$ cat src/rtl/pad_input_filter_if.sv
// Pad-ring side bus of pad_input_filter: raw pad levels and controls in, filtered levels and events out.
// The IRQ signals exist only when PAD_INPUT_FILTER_IRQ_EN is defined.
interface pad_input_filter_if #(
  parameter int unsigned WIDTH = 11,
  parameter int unsigned CNT_W = 8
);
  logic [WIDTH-1:0] pad_c_i;
  logic [CNT_W-1:0] filt_len_i;
  logic [WIDTH-1:0] bypass_i;
  logic [WIDTH-1:0] data_o;
  logic [WIDTH-1:0] rise_o;
  logic [WIDTH-1:0] fall_o;
  logic             changed_o;
`ifdef PAD_INPUT_FILTER_IRQ_EN
  logic [WIDTH-1:0] irq_mask_i;
  logic [WIDTH-1:0] irq_clr_i;
  logic [WIDTH-1:0] irq_pend_o;
  logic             irq_o;

  modport master (
    output pad_c_i, filt_len_i, bypass_i, irq_mask_i, irq_clr_i,
    input  data_o, rise_o, fall_o, changed_o, irq_pend_o, irq_o
  );
  modport slave (
    input  pad_c_i, filt_len_i, bypass_i, irq_mask_i, irq_clr_i,
    output data_o, rise_o, fall_o, changed_o, irq_pend_o, irq_o
  );
`else
  modport master (
    output pad_c_i, filt_len_i, bypass_i,
    input  data_o, rise_o, fall_o, changed_o
  );
  modport slave (
    input  pad_c_i, filt_len_i, bypass_i,
    output data_o, rise_o, fall_o, changed_o
  );
`endif
endinterface

$ cat src/rtl/pad_input_filter.sv
// Per-bit synchroniser + programmable debounce filter for pad receive outputs, with rise/fall event pulses.
// Optional sticky interrupt pending logic is built when PAD_INPUT_FILTER_IRQ_EN is defined.
module pad_input_filter #(
  parameter int unsigned WIDTH       = 11,
  parameter int unsigned SYNC_STAGES = 2,   // legal range 2..4
  parameter int unsigned CNT_W       = 8
) (
  input logic           clk,
  input logic           rst,
  pad_input_filter_if.slave bus
);

  logic [SYNC_STAGES-1:0][WIDTH-1:0] r_sync;
  logic [WIDTH-1:0]                  w_s;
  logic [WIDTH-1:0][CNT_W-1:0]       r_cnt;
  logic [WIDTH-1:0][CNT_W-1:0]       w_cnt_nxt;
  logic [WIDTH-1:0]                  r_data;
  logic [WIDTH-1:0]                  w_data_nxt;
  logic [WIDTH-1:0]                  r_rise;
  logic [WIDTH-1:0]                  r_fall;
  logic [WIDTH-1:0]                  w_rise_nxt;
  logic [WIDTH-1:0]                  w_fall_nxt;
  logic                              r_changed;

  // Stage 0 samples the asynchronous pads; the last stage feeds the filter.
  always_ff @(posedge clk) begin
    if (rst) begin
      r_sync <= '0;
    end else begin
      r_sync <= {r_sync[SYNC_STAGES-2:0], bus.pad_c_i};
    end
  end

  assign w_s = r_sync[SYNC_STAGES-1];

  // Counter runs only while the synchronised level disagrees with data_o; >= lets a shortened length commit at once.
  always_comb begin
    w_cnt_nxt  = r_cnt;
    w_data_nxt = r_data;
    for (int unsigned i = 0; i < WIDTH; i++) begin
      if (bus.bypass_i[i]) begin
        w_data_nxt[i] = w_s[i];
        w_cnt_nxt[i]  = '0;
      end else if (w_s[i] != r_data[i]) begin
        if (r_cnt[i] >= bus.filt_len_i) begin
          w_data_nxt[i] = w_s[i];
          w_cnt_nxt[i]  = '0;
        end else begin
          w_cnt_nxt[i] = r_cnt[i] + CNT_W'(1);
        end
      end else begin
        w_cnt_nxt[i] = '0;
      end
    end
  end

  assign w_rise_nxt = w_data_nxt & ~r_data;
  assign w_fall_nxt = r_data & ~w_data_nxt;

  always_ff @(posedge clk) begin
    if (rst) begin
      r_cnt     <= '0;
      r_data    <= '0;
      r_rise    <= '0;
      r_fall    <= '0;
      r_changed <= 1'b0;
    end else begin
      r_cnt     <= w_cnt_nxt;
      r_data    <= w_data_nxt;
      r_rise    <= w_rise_nxt;
      r_fall    <= w_fall_nxt;
      r_changed <= |(w_rise_nxt | w_fall_nxt);
    end
  end

  assign bus.data_o    = r_data;
  assign bus.rise_o    = r_rise;
  assign bus.fall_o    = r_fall;
  assign bus.changed_o = r_changed;

`ifdef PAD_INPUT_FILTER_IRQ_EN
  logic [WIDTH-1:0] r_irq_pend;
  logic             r_irq;

  // Pending bits latch visible events one cycle later; a same-cycle set beats the clear.
  always_ff @(posedge clk) begin
    if (rst) begin
      r_irq_pend <= '0;
      r_irq      <= 1'b0;
    end else begin
      r_irq_pend <= (r_irq_pend & ~bus.irq_clr_i) | ((r_rise | r_fall) & bus.irq_mask_i);
      r_irq      <= |r_irq_pend;
    end
  end

  assign bus.irq_pend_o = r_irq_pend;
  assign bus.irq_o      = r_irq;
`endif

endmodule

$ cat src/flat_wrapper.sv
// flat-port wrapper written by rule: the top's interface ports become plain ports
module pad_input_filter_flat 
#(
  parameter int unsigned WIDTH       = 11,
  parameter int unsigned SYNC_STAGES = 2,                      
  parameter int unsigned CNT_W       = 8
)
  (clk, rst, bus_pad_c_i, bus_filt_len_i, bus_bypass_i, bus_data_o, bus_rise_o, bus_fall_o, bus_changed_o);
  pad_input_filter_if #(.WIDTH(WIDTH), .CNT_W(CNT_W)) bus_i ();
  input logic clk;
  input logic rst;
  input wire logic [$bits(bus_i.pad_c_i)-1:0] bus_pad_c_i;
  input wire logic [$bits(bus_i.filt_len_i)-1:0] bus_filt_len_i;
  input wire logic [$bits(bus_i.bypass_i)-1:0] bus_bypass_i;
  output wire logic [$bits(bus_i.data_o)-1:0] bus_data_o;
  output wire logic [$bits(bus_i.rise_o)-1:0] bus_rise_o;
  output wire logic [$bits(bus_i.fall_o)-1:0] bus_fall_o;
  output wire logic [$bits(bus_i.changed_o)-1:0] bus_changed_o;
  assign bus_i.pad_c_i = bus_pad_c_i;
  assign bus_i.filt_len_i = bus_filt_len_i;
  assign bus_i.bypass_i = bus_bypass_i;
  assign bus_data_o = bus_i.data_o;
  assign bus_rise_o = bus_i.rise_o;
  assign bus_fall_o = bus_i.fall_o;
  assign bus_changed_o = bus_i.changed_o;
  pad_input_filter #(.WIDTH(WIDTH), .SYNC_STAGES(SYNC_STAGES), .CNT_W(CNT_W)) u_core (.clk(clk), .rst(rst), .bus(bus_i));
endmodule
$ cat config.mk
export PLATFORM = sky130hd
export DESIGN_NAME = pad_input_filter_flat
export DESIGN_NICKNAME = d
export VERILOG_FILES = /design/src/rtl/pad_input_filter_if.sv /design/src/rtl/pad_input_filter.sv /design/src/flat_wrapper.sv
export SDC_FILE = /design/constraint.sdc
export NUM_CORES = 1
export LEC_CHECK = 0
export BUFFER_PORTS_ARGS = -buffer_cell sky130_fd_sc_hd__buf_4
export CAP_MARGIN = 25
export CELL_PAD_IN_SITES_DETAIL_PLACEMENT = 0
export CELL_PAD_IN_SITES_GLOBAL_PLACEMENT = 1
export CORE_MARGIN = 1
export CORE_UTILIZATION = 51
export DETAILED_ROUTE_END_ITERATION = 8
export GPL_ROUTABILITY_DRIVEN = 0
export GPL_TIMING_DRIVEN = 0
export HOLD_SLACK_MARGIN = 0.02
export PLACE_DENSITY = 0.94
export SLEW_MARGIN = 10
export SYNTH_ARGS = -nofsm -noshare
export SYNTH_HDL_FRONTEND = slang
export SYNTH_SLANG_ARGS = --single-unit
$ cat constraint.sdc
create_clock -name clk -period 6 [get_ports clk]
set_input_delay 0 -clock clk [delete_from_list [all_inputs] [get_ports clk]]
set_output_delay 0 -clock clk [all_outputs]
set_load 0.01 [all_outputs]
# == Word-level counts from Yosys, hierarchy flattened ==
# Index checks and enable logic that the tools add are counted.
# classes
addsub,11
multipliers,0
div,0
order_cmp,11
eq_ne,11
shift,0
mux,33
n_bitwise,16
n_reduce_logical,12
# ops
op,count
adder 8 x 1 -> 8 bit (second input constant),11
>= comparator 8 bit,11
OR reduction 4 bit,11
2-to-1 mux 1 bit,33
bitwise AND 11 bit,2
inverter 11 bit,2
!= test 1 bit,11
inverter 1 bit,11
OR 11 bit,1
OR reduction 11 bit,1
# word_totals
ff_bits,144
latch_bits,0
ramBits,0
mem_bits_ro,0
out_inout_bits,34
word_cells,111
memories,0

# == Logic depth before layout (Yosys ltp) ==
# Gate-level depths: netlist of run 1.
# depth
depth_word,8
depth_mapped,11
mapped_depth_nobuf,11

# == Worst setup path after synthesis of run 1 ==
# Ideal clock, no wire load.
# synth_path
path_type,register -> register
start,reg u_core.r_cnt[48] (netlist bit)
end,reg u_core.r_changed (netlist: u_core.bus.changed_o)
setup_ps,138
arrival_ps,2134
t_required_ps,5862
setup_slack_ps,3729
path_stages_with_launch,12
synth_period_minus_slack_ps,2271
cell_sequence,dfxtp_1 -> inv_1 -> ha_1 -> nand2b_4 -> a2111oi_4 -> nor3_1 -> a31oi_1 -> nand3_1 -> ha_1 -> nand4_1 -> nor2_1 -> a41oi_1
# synth_via
elab_chain_cells,8
word_cells_on_any_way,9
cone_classes,order compare (1); mux (3); bitwise (4); reduce/logical (1)
# synth_lines
element,line_no,text
from (decl),pad_input_filter.sv:15,logic [WIDTH-1:0][CNT_W-1:0] r_cnt;
from (signal assigned),pad_input_filter.sv:68,r_cnt <= w_cnt_nxt;
>= comparator 8 bit *,pad_input_filter.sv:45,if (r_cnt[i] >= bus.filt_len_i) begin
2-to-1 mux 1 bit *,pad_input_filter.sv:45,
2-to-1 mux 1 bit *,pad_input_filter.sv:44,end else if (w_s[i] != r_data[i]) begin
2-to-1 mux 1 bit *,pad_input_filter.sv:41,if (bus.bypass_i[i]) begin
via u_core.w_data_nxt[6],pad_input_filter.sv:18,logic [WIDTH-1:0] w_data_nxt;
inverter 11 bit,pad_input_filter.sv:58,assign w_fall_nxt = r_data & ~w_data_nxt;
bitwise AND 11 bit,pad_input_filter.sv:58,
OR 11 bit *,pad_input_filter.sv:72,r_changed <= |(w_rise_nxt | w_fall_nxt);
OR reduction 11 bit *,pad_input_filter.sv:72,
to (signal assigned),pad_input_filter.sv:72,
to (decl),pad_input_filter.sv:23,logic r_changed;
# The timed path passes the listed nets; every way through them passes the cells marked *.
# A chain may end at the register's enable or synchronous reset.

# == Worst setup path in the final report of run 1 ==
# layout_path
start,reg u_core.r_cnt[40] (netlist bit)
end,reg u_core.r_changed (netlist: u_core.bus.changed_o)
# Same word-level chain as after synthesis.

==> impl_metrics.csv, run 1 <==
group,metric,value,unit
outcome,outcome,"complete, no violations",
placed_design,post-dp-hpwl,11700,um
floorplanning,core,0.0152,sq mm
sta,final_min_period_over_clock_period,0.447,
grt,gr-usage-met3,0.0586,
sta,timing.final.crit_period,2.68,ns
synthesis,postSynthNetCount,982,
final_layout,insertedDiodeCount,0,
routing,via_density_per_instance,5.37,
final_layout,final_cell_mix,"144 x dfxtp_1, 121 x ha_1, 104 x nor2_1",
pwr,peakVddDrop,213,uV
cts,clock-sinks,144,
hold_path,min_path_type,"in2reg",
setup_path,ff2ff_setup_slack,3.32,ns
floorplanning,num_io_pins,66,
final_layout,layout-area-overhead-vs-synth,19.2,%
floorplanning,initial_utilization,0.521,
synthesis,dominant_cells_by_area_after_synthesis,"dfxtp_1 36%, ha_1 19%, xor2_1 5.1%, nand3_1 4.9%, nor2_1 4.9%",
hold_path,timing.hold.worst_endpoint,"u_core.bus.data_o[0]",
floorplanning,core.rowCount,45,
final_layout,final_core_util,0.621,
setup_path,cp_cell_sequence,"inv_1, ha_1, nand2b_4, a2111oi_4, nor3_1, a31oi_1, nand3_1, ha_1, nand4_1, nor2_1, a41oi_1",
pwr,cellLeakagePower,0.00402,uW
routing,drt-pass1-iter-count,5,
run,maxCapViolCount,0,
synthesis,yosys_warnings,0,
synthesis,mappedNetlistArea,0.00792,sq mm
synthesis,syn_inst,829,
grt,antenna_found_initial,0,
synthesis,yosys.area.top_type_share,0.364,
setup_path,reg2regPathDepth,11,
setup_path,cp-end-kind,"flop",
sta,skew,0.00853,ns
floorplanning,die_y,127,um
routing,avgRoutedWirePerCell,15.5,um
routing,drt_wl_total,17400,um
sta,setup_total_negative_slack,0,ns
sta,drv_slew,0,
final_layout,finalNetCount,1077,
routing,vias,6044,
setup_path,timing.critical_path.arrival,2.95,ns
floorplanning,die_width,127,um
setup_path,cp_slowest_stage_delay,0.39,ns
setup_path,crit_fanout,4,
hold_path,hold_path_depth,5,
sta,max_freq,373,MHz
floorplanning,dieArea,0.0160,sq mm
setup_path,slowest_stage,"a2111oi_4",
sta,tightest_slew,0.791,ns
cts,max-clock-path-buffers,2,
setup_path,critPathRequiredTime,6.27,ns
routing,drc_violations,0,
cts,post_cts_resize_count,0,
sta,hold_slack,0.0605,ns
synthesis,synth_sequential_area_ratio,0.364,
cts,worstSkewPairLatency,0.43,ns
cts,cts.clk_slew.worst_paths,0.06,ns
setup_path,r2r_start,"u_core.r_cnt[40]",
sta,worst_slew_margin_rel,0.472,
synthesis,synth_cell_types,24,
synthesis,cell_accounting_for_the_most_synthesized_area,"dfxtp_1",
sta,finalSetupViolCount,0,
placed_design,io_buffers,64,
cts,cts-root-buf,"clkbuf_16",
grt,grt_pass1_wl,28400,um
cts,ctsHoldBuffers,12,
grt,use_met2,0.393,
grt,use_met1,0.281,
synthesis,avgSynthCellArea,9.56,sq um
setup_path,critPathLaunchType,"flop",
hold_path,timing.hold.worst.start,"bus_bypass_i[0]",
setup_path,crit_top_cell,"ha_1",
sta,rsz0062_at_grt,"false",
synthesis,ys_ff_latch,144,
grt,grt_usage,0.231,
final_layout,post_route_cells_drive_above_1_share,0.125,
routing,detail-route-antenna-nets,0,
cts,cts_buffers,17,
cts,tritoncts,"yes",
pwr,power.density,255,mW/mm^2
final_layout,layout_commonest_cell,"dfxtp_1",
grt,grt_busiest_layer,"met2",
setup_path,setup.worst_path.class,"reg2reg",
grt,grt_start_max_net_pins,17,
setup_path,crit-reg2reg-capture,"u_core.bus.changed_o",
final_layout,n_fill_cell,1310,
routing,drc_marker_count_from_the_first_detailed_route_iteration,215,
cts,cts_setup_buffers,0,
sta,final-hold-violation-count,0,
cts,h_tree_depth,4,
grt,via_count_of_the_first_global_routing_pass,5874,
grt,global_route.overflow_total,0,
==> cells in the mapped netlist <==
| library cell | n |
|---|---|
| a2111oi_4 | 11 |
| and2_1 | 11 |
| nor2b_1 | 44 |
| buf_1 | 1 |
| o21ai_0 | 22 |
| clkbuf_1 | 6 |
| nand4_1 | 2 |
| o31ai_1 | 11 |
| or2_1 | 12 |
| nor2_1 | 104 |
| a41oi_1 | 1 |
| a2111o_1 | 11 |
| nand2b_4 | 11 |
| xor2_1 | 46 |
| nand2_1 | 16 |
| and3_1 | 40 |
| xnor2_1 | 31 |
| a211oi_1 | 11 |
| ha_1 | 121 |
| nand3_1 | 78 |
| a31oi_1 | 22 |
| inv_1 | 51 |
| nor3_1 | 22 |
| dfxtp_1 | 144 |
==> stage by stage <==
stage / std cells / area (sq um) / setup WS, ns / power, uW
2_1_floorplan: 829 / 7920 / 3.73 / 1130
3_3_place_gp: 1081 / 8640 / 3.25 / 1200
3_5_place_dp: 1081 / 8640 / 3.24 / 1200
4_1_cts: 1125 / 9450 / 3.33 / 2430
5_1_grt: 1125 / 9450 / 3.15 / 2490
6_report: 1125 / 9450 / 3.32 / 2410
==> where the power goes <==
part	switching (uW)	leakage [uW]	internal [uW]
clock	400	0.000340	822
sequential	12.8	0.00117	974
combinational	106	0.00252	95.5
total	519	0.00402	1890
==> worst max-delay path by stage <==
stage | startpoint | to | slack, ns | depth (start not counted)
3_5_place_dp | bus_filt_len_i[7] | u_core.bus.changed_o | 3.24 | 11
3_3_place_gp | bus_filt_len_i[1] | u_core.bus.changed_o | 3.25 | 11
4_1_cts | u_core.r_cnt[40] | u_core.bus.changed_o | 3.33 | 11
5_1_grt | u_core.r_cnt[24] | u_core.bus.changed_o | 3.15 | 11
2_1_floorplan | u_core.r_cnt[48] | u_core.bus.changed_o | 3.73 | 11
6_report | u_core.r_cnt[40] | u_core.bus.changed_o | 3.32 | 11
==> cell families after synthesis <==
group,synth area share
AOI/OAI and AO/OA,0.107
xor gates and xnor gates,0.0851
adders and majority gates,0.191
buffers and inverters,0.0275
DFF,0.364
and+or+nand+nor,0.225
==> metal layers <==
metal / part of all wire / up-vias
met5: 0 / -
met4: 0.019 / 0
met3: 0.050 / 27
met2: 0.47 / 134
met1: 0.46 / 2795
li1: - / 3088
==> sequential cells by signal, indices dropped and copies added, names as in the netlist <==
| signal | flops |
|---|---|
| u_core.bus.rise_o | 11 |
| u_core.r_sync | 11 |
| u_core.w_s | 11 |
| u_core.bus.fall_o | 11 |
| u_core.r_cnt | 88 |
| u_core.bus.changed_o | 1 |
| u_core.bus.data_o | 11 |
==> critical path: cells and delay by family (launching register included) <==
kind	cells	cell delay [ns]
fa+ha+maj	2	0.58
compound gates	3	0.80
buf+inv	1	0.06
simple gates	5	0.71
flops	1	0.37
==> final cells by class <==
| cell class | instances | area (sq um) | share of cell area |
|---|---|---|---|
| clock buffers | 22 | 484 | 0.0513 |
| well taps | 188 | 235 | 0.0249 |
| repair buffers | 76 | 601 | 0.0636 |
| multi-input cells | 627 | 4820 | 0.510 |
| clock inverters | 10 | 204 | 0.0216 |
| inverters | 51 | 191 | 0.0203 |
| flip-flops and latches | 144 | 2880 | 0.305 |
| plain buffers | 7 | 26.3 | 0.00278 |
Note: power is estimated with default switching activity, not from simulation.
==> run 2, diff against run 1 <==
CORE_UTILIZATION = 47   (was 51)
PLACE_DENSITY = 0.88   (was 0.94)
clock period = 2.7 ns   (was 6 ns; I/O delays follow)
==> impl_metrics.csv, run 2 (synthesis gave the netlist of run 1 again) <==
group,metric,value,unit
pwr,cellInternalPower,3910,uW
pwr,clock_power_share,0.479,
sta,timing.final.crit_period,2.53,ns
pwr,p_sw,1140,uW
cts,clock-sinks,144,
final_layout,insertedDiodeCount,0,
pwr,netSwitchingFraction,0.226,
routing,drc_violations,0,
sta,final-hold-violation-count,0,
run,maxCapViolCount,0,
sta,worst_slew_margin_rel,0.489,
placed_design,post-dp-hpwl,11800,um
setup_path,setup.worst_path.class,"reg2reg",
placed_design,io_buffers,64,
pwr,combinationalPowerShare,0.088,
final_layout,post_route_cells_drive_above_1_share,0.134,
cts,h_tree_depth,4,
hold_path,timing.hold.worst.start,"rst",
cts,cts-root-buf,"clkbuf_16",
grt,global_route.overflow_total,0,
setup_path,r2r_start,"u_core.r_cnt[72]",
final_layout,max_flop_register,"u_core.r_cnt",
setup_path,cp-end-kind,"flop",
final_layout,final_cell_mix,"139 x dfxtp_1, 120 x ha_1, 104 x nor2_1",
floorplanning,initial_utilization,0.479,
cts,max-clock-path-buffers,2,
sta,skew,0.0110,ns
grt,antenna_found_initial,0,
final_layout,flip_flop_count_of_the_largest_register_all_copies_and_words_added,88,
final_layout,layout-area-overhead-vs-synth,19.2,%
grt,grt_usage,0.201,
cts,tritoncts,"yes",
floorplanning,dieArea,0.0174,sq mm
hold_path,min_path_type,"in2reg",
pwr,power.density,535,mW/mm^2
setup_path,slowest_stage,"a2111oi_4",
routing,drc_marker_count_from_the_first_detailed_route_iteration,201,
setup_path,crit_top_cell,"ha_1",
sta,tightest_slew,0.766,ns
routing,vias,5957,
floorplanning,core,0.0165,sq mm
placed_design,postPlaceCellArea,0.00868,sq mm
floorplanning,num_io_pins,66,
setup_path,cp_cell_sequence,"inv_1, ha_1, nand2b_4, a2111oi_4, nor3_1, a31oi_1, nand3_1, ha_1, nand4_1, nor2_1, a41oi_1",
sta,final_min_period_over_clock_period,0.937,
floorplanning,die_y,132,um
setup_path,critPathLaunchType,"flop",
final_layout,finalNetCount,1079,
sta,worst_slack,0.171,ns
cts,cts_buffers,17,
grt,grt_pass1_wl,27400,um
routing,avgRoutedWirePerCell,14.4,um
setup_path,timing.critical_path.arrival,2.79,ns
pwr,seq_power_share,0.433,
pwr,cellLeakagePower,0.00400,uW
routing,detail-route-antenna-nets,0,
floorplanning,die_width,132,um
setup_path,worst_setup_path_startpoint,"u_core.r_cnt[72]",
routing,via_density_per_instance,5.14,
routing,drt-pass1-iter-count,4,
floorplanning,core.rowCount,47,
grt,via_count_of_the_first_global_routing_pass,5619,
sta,drv_slew,0,
grt,grt_start_max_net_pins,17,
placed_design,pre_cts_slack,-0.176,ns
routing,drt_wl_total,16700,um
final_layout,finish.instance_area,0.00945,sq mm
sta,max_freq,395,MHz
sta,finalSetupViolCount,0,
pwr,peakVddDrop,470,uV
cts,worstSkewPairLatency,0.43,ns
outcome,outcome,"complete, no violations",
setup_path,crit_fanout,4,
setup_path,critPathRequiredTime,2.97,ns
final_layout,layout_commonest_cell,"dfxtp_1",
cts,cts.clk_slew.worst_paths,0.06,ns
setup_path,cp_slowest_stage_delay,0.36,ns
-- run 2: cell types whose count changed in the layout (fill, tap and decap cells not counted), moves of 2 or more --
cell | before | now
dfxtp_2 | 0 | 4
clkinv_2 | 3 | 6
clkbuf_8 | 4 | 0
buf_4 | 64 | 67
clkbuf_1 | 7 | 9
dfxtp_1 | 144 | 139
bufinv_16 | 6 | 4
-- run 2: final timing paths --
| kind | depth (start not counted) | endpoint | slack, ns |
|---|---|---|---|
| max | 11 | u_core.bus.changed_o | 0.17 |
| min | 2 | u_core.w_s[3] | 0.04 |
| max reg2reg | 11 | u_core.bus.changed_o | 0.17 |
| min reg2reg | 1 | u_core.r_cnt[40] | 0.43 |
-- run 2: final cells by class --
type / instances / area, sq um
Buffer: 7 / 26.3
Clock buffer: 20 / 437
Clock inverter: 12 / 166
Fill cell: 1501 / 7080
Inverter: 51 / 191
Multi-Input combinational cell: 627 / 4840
Sequential cell: 144 / 2890
Tap cell: 220 / 275
Timing Repair Buffer: 78 / 613
-- run 2: power groups by stage --
| stage | clock network (uW) | logic, uW | registers, uW |
|---|---|---|---|
| global route | 2560 | 493 | 2200 |
| CTS | 2460 | 446 | 2190 |
| finish | 2420 | 444 | 2190 |
| detailed placement | 0 | 430 | 2240 |
| global placement | 0 | 424 | 2240 |
| floorplan | 0 | 267 | 2240 |
-- run 2: stage by stage --
stage               hold slack, ns  std cells  setup TNS [ns]  power [uW]  utilization
floorplan                    0.128        829               0        2510            -
global placement             0.216       1113          -0.103        2660        0.525
detailed placement           0.214       1113          -0.176        2670        0.525
CTS                         0.0421       1156               0        5100        0.568
global route                0.0608       1159         -0.0163        5240        0.572
finish                      0.0427       1159               0        5060        0.572
-- run 2: what timing repair did --
action                                  4_1_cts  5_1_grt
hold buffers                                 11        0
endpoints found under the hold margin        11        0
endpoints found under the setup margin        0        1
resized for setup                             0        9
buffers inserted                              0        3
-- run 2: critical path, delay by kind of cell, from the launching register on --
family	cells	cell delay, ns
AOI/OAI and AO/OA	3	0.70
and+or+nand+nor	5	0.68
adders and majority gates	2	0.59
DFF	1	0.35
buffers and inverters	1	0.05
-- run 2: layer usage --
metal  wire [um]  vias to the layer above  GRT usage
met1        8330                     2746      0.265
met4         308                        0     0.0827
met3         534                       25     0.0361
li1            -                     3095          -
met2        7530                       91      0.326
met5           0                        -          0
==> run 3, diff against run 2 <==
GPL_ROUTABILITY_DRIVEN = default   (was 0)
REMOVE_ABC_BUFFERS = 1   (was default)
==> impl_metrics.csv, run 3 (synthesis gave the netlist of run 1 again) <==
group,metric,value,unit
sta,skew,0.00338,ns
sta,final_min_period_over_clock_period,0.941,
sta,drv_slew,0,
final_layout,post_route_cells_drive_above_1_share,0.136,
routing,detail-route-antenna-nets,0,
cts,tritoncts,"yes",
final_layout,layout-area-overhead-vs-synth,18.4,%
sta,worst_slack,0.158,ns
routing,drc_violations,0,
sta,rsz0062_at_grt,"false",
grt,grt_start_max_net_pins,68,
cts,cts.clk_slew.worst_paths,0.06,ns
final_layout,finalNetCount,1070,
cts,worstSkewPairLatency,0.41,ns
routing,via_density_per_instance,5.08,
setup_path,critical_path_cell_count,11,
cts,max-clock-path-buffers,2,
grt,via_count_of_the_first_global_routing_pass,5673,
routing,drt_wl_total,15700,um
setup_path,cp_cell_sequence,"inv_1, ha_1, nand2b_4, a2111oi_4, nor3_1, a31oi_1, nand3_1, ha_1, nand4_1, nor2_2, a41oi_1",
placed_design,post-dp-hpwl,10800,um
setup_path,reg2regPathDepth,11,
placed_design,gpl_wtd_cong,0.779,
cts,cts_setup_buffers,0,
cts,h_tree_depth,4,
sta,worst_slew_margin_rel,0.485,
setup_path,crit_top_cell,"ha_1",
cts,cts-root-buf,"clkbuf_16",
sta,max_freq,393,MHz
pwr,fin_total_pwr,4850,uW
hold_path,min_path_type,"in2reg",
setup_path,critPathRequiredTime,2.95,ns
floorplanning,core,0.0165,sq mm
final_layout,flip_flop_count_of_the_largest_register_all_copies_and_words_added,88,
setup_path,cp_slowest_stage_delay,0.37,ns
final_layout,final_cell_mix,"138 x dfxtp_1, 118 x ha_1, 103 x nor2_1",
placed_design,io_buffers,65,
sta,finalSetupViolCount,0,
grt,antenna_found_initial,0,
final_layout,insertedDiodeCount,0,
pwr,peakVddDrop,501,uV
run,maxCapViolCount,0,
cts,clock-sinks,144,
floorplanning,dieArea,0.0174,sq mm
routing,vias,5828,
routing,drc_marker_count_from_the_first_detailed_route_iteration,230,
setup_path,critPathLaunchType,"flop",
setup_path,crit_fanout,6,
setup_path,cp-end-kind,"flop",
final_layout,n_fill_cell,1466,
final_layout,layout_commonest_cell,"dfxtp_1",
outcome,outcome,"complete, no violations",
floorplanning,initial_utilization,0.479,
routing,avgRoutedWirePerCell,13.7,um
sta,timing.final.crit_period,2.54,ns
setup_path,worst_path_dominant_cell_family,"compound AO/OA/AOI/OAI gates",
setup_path,setup.worst_path.class,"reg2reg",
floorplanning,core.rowCount,47,
grt,global_route.overflow_total,0,
placed_design,pre_cts_slack,-0.208,ns
grt,grt_pass1_wl,26700,um
floorplanning,die_y,132,um
final_layout,max_flop_register,"u_core.r_cnt",
pwr,cellLeakagePower,0.00395,uW
sta,final-hold-violation-count,0,
setup_path,slowest_stage,"dfxtp_2",
pwr,power.density,517,mW/mm^2
cts,cts_buffers,17,
setup_path,critical_path_buf_inv_count,1,
sta,tightest_slew,0.771,ns
floorplanning,die_width,132,um
hold_path,hold_path_depth,5,
routing,drt-pass1-iter-count,4,
floorplanning,num_io_pins,66,
setup_path,timing.critical_path.arrival,2.80,ns
grt,grt_usage,0.194,
[run 3: cell types whose count changed in the layout (fill, tap and decap cells not counted), moves of 2 or more]
cell | before | now
clkbuf_1 | 9 | 3
buf_4 | 67 | 65
bufinv_16 | 4 | 2
clkbuf_8 | 0 | 2
clkinv_2 | 6 | 4
dfxtp_2 | 4 | 6
ha_1 | 120 | 118
ha_4 | 1 | 3
[run 3: cell type report]
cell class	instances	area, sq um	area share
multi-input cells	627	4870	0.519
flip-flops and latches	144	2890	0.308
repair buffers	76	598	0.0637
clock buffers	22	464	0.0495
well taps	220	275	0.0293
inverters	51	195	0.0208
clock inverters	7	87.6	0.00933
[run 3: final timing paths]
kind	start	to	slack [ns]
worst min register to register	u_core.r_sync[8]	u_core.w_s[8]	0.44
worst max register to register	u_core.r_cnt[56]	u_core.bus.changed_o	0.16
worst min-delay path	bus_bypass_i[3]	u_core.bus.data_o[3]	0.07
worst max-delay path	u_core.r_cnt[56]	u_core.bus.changed_o	0.16
[run 3: power breakdown]
group	total, uW	switching [uW]	internal [uW]
registers	2190	27.8	2160
clock network	2220	831	1380
logic	441	225	217
total	4850	1080	3770
[run 3: what timing repair did]
| action | in CTS | in global routing |
|---|---|---|
| hold buffers | 11 | 0 |
| setup endpoints to repair | 1 | 1 |
| pin swaps | 0 | 14 |
| resized for setup | 2 | 12 |
| hold endpoints to repair | 11 | 0 |
[run 3: metrics by stage]
stage / setup TNS (ns) / util / cell area (sq um) / hold WS, ns / std cells
floorplan: 0 / - / 7900 / 0.0694 / 822
global placement: -0.193 / 0.524 / 8660 / 0.212 / 1107
detailed placement: -0.208 / 0.524 / 8660 / 0.215 / 1107
CTS: 0 / 0.564 / 9320 / 0.0430 / 1147
global route: 0 / 0.568 / 9380 / 0.0916 / 1147
finish: 0 / 0.568 / 9380 / 0.0657 / 1147
[run 3: metal layers]
layer | GRT usage | routed length, um | vias to the layer above
met4 | 0.0607 | 206 | 0
met1 | 0.242 | 7550 | 2653
met3 | 0.0534 | 613 | 18
li1 | - | - | 3073
met2 | 0.324 | 7360 | 84
met5 | 0 | 0 | -
[run 3: worst min-delay path: cells and delay by family]
family / cells / cell delay [ns]
and+or+nand+nor: 2 / 0.22
buffers and inverters: 1 / 0.08
AOI/OAI and AO/OA: 2 / 0.12
